$ cat src/rtl/serial_adder_stage.sv
// serial_adder_stage: bit-serial full adder. Accepts operand bit pairs LSB-first
// under a valid/ready handshake. Each sum bit is streamed out as it is produced,
// and the WIDTH-bit result plus the final carry are assembled as the bits arrive.
//
// Ports:
//   clk, rst      - clock, synchronous active-high reset
//   ena           - global enable; low freezes all operation state
//   start         - one-cycle pulse that begins or restarts an operation
//   in_valid      - a_bit/b_bit hold a valid operand bit pair
//   a_bit, b_bit  - operand bits, LSB first
//   in_ready      - the stage accepts a bit pair this cycle (RUN and ena)
//   sum_bit       - sum bit of the last accepted pair
//   sum_valid     - one-cycle pulse that marks a new sum_bit
//   result        - assembled sum of the last completed operation
//   carry_out     - final carry of the last completed operation
//   done          - one-cycle pulse; result/carry_out were just updated
//   busy          - high while in RUN
module serial_adder_stage #(
   parameter int unsigned WIDTH = 8
) (
   input  logic             clk,
   input  logic             rst,
   input  logic             ena,
   input  logic             start,
   input  logic             in_valid,
   input  logic             a_bit,
   input  logic             b_bit,
   output logic             in_ready,
   output logic             sum_bit,
   output logic             sum_valid,
   output logic [WIDTH-1:0] result,
   output logic             carry_out,
   output logic             done,
   output logic             busy
);

   localparam int unsigned CW = $clog2(WIDTH) + 1;

   localparam logic [1:0] S_IDLE = 2'd0;
   localparam logic [1:0] S_RUN  = 2'd1;
   localparam logic [1:0] S_DONE = 2'd2;

   logic [1:0]       state_q, state_d;
   logic             carry_q, carry_d;
   logic [CW-1:0]    cnt_q, cnt_d;
   logic [WIDTH-1:0] shift_q, shift_d;
   logic             sum_bit_q, sum_bit_d;
   logic             sum_valid_q, sum_valid_d;
   logic [WIDTH-1:0] result_q, result_d;
   logic             carry_out_q, carry_out_d;

   // Full-adder terms for the bit pair that is currently presented
   logic             s;
   logic             c_next;
   logic [WIDTH-1:0] shift_next;

   assign s          = a_bit ^ b_bit ^ carry_q;
   assign c_next     = (a_bit & b_bit) | (a_bit & carry_q) | (b_bit & carry_q);
   assign shift_next = {s, shift_q[WIDTH-1:1]};

   // Next-state and datapath update
   always_comb begin
      state_d     = state_q;
      carry_d     = carry_q;
      cnt_d       = cnt_q;
      shift_d     = shift_q;
      sum_bit_d   = sum_bit_q;
      sum_valid_d = 1'b0;
      result_d    = result_q;
      carry_out_d = carry_out_q;

      if (ena && start) begin
         // start wins over a simultaneous bit pair, in every state
         state_d = S_RUN;
         carry_d = 1'b0;
         cnt_d   = '0;
         shift_d = '0;
      end else begin
         case (state_q)
            S_RUN: begin
               if (ena && in_valid) begin
                  carry_d     = c_next;
                  shift_d     = shift_next;
                  sum_bit_d   = s;
                  sum_valid_d = 1'b1;
                  cnt_d       = cnt_q + CW'(1);
                  if (cnt_q == CW'(WIDTH - 1)) begin
                     state_d     = S_DONE;
                     result_d    = shift_next;
                     carry_out_d = c_next;
                  end
               end
            end
            // DONE lasts one cycle, even when ena is low
            S_DONE:  state_d = S_IDLE;
            default: state_d = S_IDLE;
         endcase
      end
   end

   // State registers
   always_ff @(posedge clk) begin
      if (rst) begin
         state_q     <= S_IDLE;
         carry_q     <= 1'b0;
         cnt_q       <= '0;
         shift_q     <= '0;
         sum_bit_q   <= 1'b0;
         sum_valid_q <= 1'b0;
         result_q    <= '0;
         carry_out_q <= 1'b0;
      end else begin
         state_q     <= state_d;
         carry_q     <= carry_d;
         cnt_q       <= cnt_d;
         shift_q     <= shift_d;
         sum_bit_q   <= sum_bit_d;
         sum_valid_q <= sum_valid_d;
         result_q    <= result_d;
         carry_out_q <= carry_out_d;
      end
   end

   // Status decoded from registered state; in_ready also gated by ena
   assign in_ready  = (state_q == S_RUN) && ena;
   assign busy      = (state_q == S_RUN);
   assign done      = (state_q == S_DONE);
   assign sum_bit   = sum_bit_q;
   assign sum_valid = sum_valid_q;
   assign result    = result_q;
   assign carry_out = carry_out_q;

endmodule

$ cat config.mk
export PLATFORM = sky130hd
export DESIGN_NAME = serial_adder_stage
export DESIGN_NICKNAME = d
export VERILOG_FILES = /design/src/rtl/serial_adder_stage.sv
export SDC_FILE = /design/constraint.sdc
export NUM_CORES = 1
export LEC_CHECK = 0
export CORE_ASPECT_RATIO = 2
export CORE_MARGIN = 2
export CORE_UTILIZATION = 35
export DETAILED_ROUTE_END_ITERATION = 6
export PLACE_DENSITY = 0.55
export SLEW_MARGIN = 20
export SYNTH_ARGS = -nofsm -noshare
export SYNTH_HDL_FRONTEND = slang
export SYNTH_SLANG_ARGS = --single-unit
$ cat constraint.sdc
create_clock -name clk -period 2.05 [get_ports clk]
set_clock_uncertainty 0.2 [all_clocks]
set_input_delay 0.3075 -clock clk [delete_from_list [all_inputs] [get_ports clk]]
set_output_delay 0.3075 -clock clk [all_outputs]
set_load 0.1 [all_outputs]
==> flow_metrics.py <==
metrics = {
    "setup_path": {
        "max_stage_delay_ns": 0.39,
        "critPathLaunch": "state_q[0]",
        "rr_worst_depth": 3,
        "cp.depth": 3,
        "critPathKind": "flop to primary output",
        "r2r-end": "cnt_q[3]",
        "worstPathRequired_ns": 1.54,
        "crit_slowest_cell": "dfxtp_1",
        "path_delay_family": "flip-flops",
        "path_cells": "nor2b_4 -> and2_2 -> buf_12",
        "crit_path_end": "in_ready",
        "end_kind": "primary output",
        "worst-path-buf-inv": 1,
        "reg2reg_slack_ns": 0.55,
        "startpoint_type": "flop",
        "r2r-start": "state_q[1]",
        "crit_arrival_ns": 1.22,
        "crit_fanout": 4,
    },
    "floorplan": {
        "ioPinCount": 21,
        "num_rows": 28,
        "core_region_area_um2": 2910,
        "die_y_um": 81.6,
        "start_util_pct": 36.3,
        "die_w_um": 42.8,
        "die_area_um2": 3500,
    },
    "global_route": {
        "grt_pass1_wl_um": 3590,
        "grt_overflow": 0,
        "antenna_found_initial": 0,
        "grt_pass1_vias": 804,
        "grt_max_degree": 21,
        "grtUsageTotal_pct": 13.4,
    },
    "synthesis": {
        "yosysSeqAreaShare_pct": 47.4,
        "yosysWarnings": 0,
        "ys_types": 23,
        "avgSynthCellArea_um2": 9.02,
        "ys_ff_latch": 25,
        "synthesis.area_um2": 1050,
        "postSynthNetCount": 126,
        "syn_inst": 117,
    },
    "place": {
        "place_hpwl_um": 1550,
        "place_area_um2": 1320,
        "place.gp.congestion": 0.737,
        "pre_cts_slack_ns": 0.148,
        "dp.cells": 164,
        "buffer_ports.inserted": 20,
    },
    "final_layout": {
        "insertedDiodeCount": 0,
        "multi_input_area_um2": 509,
        "final_common_cell": "dfxtp_1",
        "seq_area_um2": 500,
        "drive_above_1_share_pct": 19.6,
        "fillerInstances": 302,
        "syn_to_final_growth_pct": 29.2,
        "final_cell_mix": "25 x dfxtp_1, 20 x nand2_1, 14 x buf_4",
        "final_cell_count_no_fill": 168,
        "stdcell_area_um2": 1360,
        "fin_nets": 148,
        "fin_util_pct": 46.9,
    },
    "detailed_routing": {
        "drc_errors": 0,
        "wl_per_cell_um": 12.3,
        "routed_wl_um": 2070,
        "num_vias": 849,
        "vias_per_cell": 5.05,
        "firstDrtPassIters": 4,
        "ant_nets": 0,
        "drt_iter0_markers": 13,
    },
    "clock_network": {
        "clock_sinks": 25,
        "clk_pin_slew_worst_paths_ns": 0.09,
        "clockBufferDepth": 2,
        "clockRootBuffer": "clkbuf_8",
        "cts-resized-gates": 0,
        "htree_levels": 1,
        "cts_hold_buf": 0,
        "tritoncts": "done",
        "cts_inserted_buffers": 3,
        "worst_skew_pair.late_latency_ns": 0.27,
        "post-cts-setup-buffers": 0,
    },
    "flow_run": {
        "cap_violations": 0,
    },
    "power": {
        "vdd_drop_max_mv": 0.480,
        "powerDensity_nw_per_um2": 639,
        "total_power_mw": 0.871,
        "leakage_nw": 0.497,
    },
    "sta": {
        "slew_headroom_pct": 64.4,
        "fmax_ghz": 0.577,
        "fin_setup_tns_ns": 0,
        "final-setup-viol-count": 0,
        "rsz0062_at_grt": "false",
        "finalHoldViolCount": 0,
        "report.final.slew_viol_count": 0,
        "min_period_ns": 1.73,
        "worst_pin_slew_ns": 0.533,
        "holdWs_ns": 0.275,
        "setup_ws_ns": 0.318,
        "fin_crit_sh_pct": 84.5,
    },
    "outcome": {
        "outcome": "finished clean",
    },
    "worst_hold_path": {
        "hold_class": "flop to flop",
    },
}
[Yosys cell counts]
| cell type | number | area [um^2] |
|---|---|---|
| and2_1 | 1 | 6.26 |
| nand2b_1 | 13 | 81.3 |
| nand2_1 | 20 | 75.1 |
| nor2_1 | 2 | 7.51 |
| o21ai_0 | 11 | 55.1 |
| xnor2_1 | 1 | 8.76 |
| and4b_1 | 1 | 10.0 |
| nor2b_1 | 2 | 12.5 |
| or3_1 | 2 | 12.5 |
| clkbuf_1 | 4 | 15.0 |
| fa_1 | 1 | 20.0 |
| nand4b_1 | 9 | 78.8 |
| nand3_1 | 2 | 10.0 |
| inv_1 | 1 | 3.75 |
| buf_6 | 2 | 22.5 |
| and4bb_1 | 1 | 12.5 |
| nor4_1 | 1 | 6.26 |
| buf_4 | 2 | 15.0 |
| dfxtp_1 | 25 | 500 |
| a21oi_1 | 12 | 60.1 |
| and2_4 | 1 | 8.76 |
| ha_1 | 1 | 12.5 |
| mux2i_1 | 2 | 20.0 |
[worst min-delay path by stage]
stage / start / to / cells after the start
finish: result[5] / result[5] / 2
detailed placement: result[6] / result[6] / 2
global route: cnt_q[1] / cnt_q[1] / 2
floorplan: shift_q[1] / shift_q[1] / 2
CTS: result[6] / result[6] / 2
global placement: shift_q[1] / shift_q[1] / 2
[worst reg2reg max path: stages (launching register included)]
cell and delay, ns:
dfxtp_1 0.36, nand4b_1 0.33, or3_1 0.41, a21oi_1 0.14
[where the power goes]
part / total, mW / switching, mW / internal, mW
clock: 0.293 / 0.157 / 0.136
sequential: 0.491 / 0.00262 / 0.488
combinational: 0.0868 / 0.0482 / 0.0386
total: 0.871 / 0.208 / 0.663
[final cells by class]
class | count | share of cell area (%)
clock buffer | 3 | 3.03
clock inverter | 1 | 0.367
inverter | 1 | 0.275
multi-input combinational | 83 | 37.4
sequential | 25 | 36.7
tap | 30 | 2.75
timing repair buffer | 25 | 19.5
[metal layers]
metal  vias to the layer above  routed length [um]  track usage (%)  part of all wire (%)
met5                         -                   0                0                     0
met2                        11                1080             22.6                    52
li1                        441                   -                -                     -
met4                         0                  51             7.50                   2.5
met1                       392                 897             15.8                    43
met3                         5                  46             1.98                   2.2
[kinds of logic after synthesis]
logic type	count (synthesis)	synth area share, %
adder cells (fa/ha/maj)	2	3.08
AO/OA/AOI/OAI	23	10.9
buffers and inverters	9	5.34
XOR/XNOR	1	0.831
AND/OR/NAND/NOR	55	30.5
multiplexers	2	1.90
flip-flops	25	47.4
[sequential cells by signal (all words and copies together) (netlist names)]
| signal | flops |
|---|---|
| shift_q | 7 |
| result | 8 |
| cnt_q | 4 |
| carry_q | 1 |
| state_q | 2 |
| sum_valid | 1 |
| sum_bit | 1 |
| carry_out | 1 |
No activity file was read; power rests on OpenSTA's default activity.
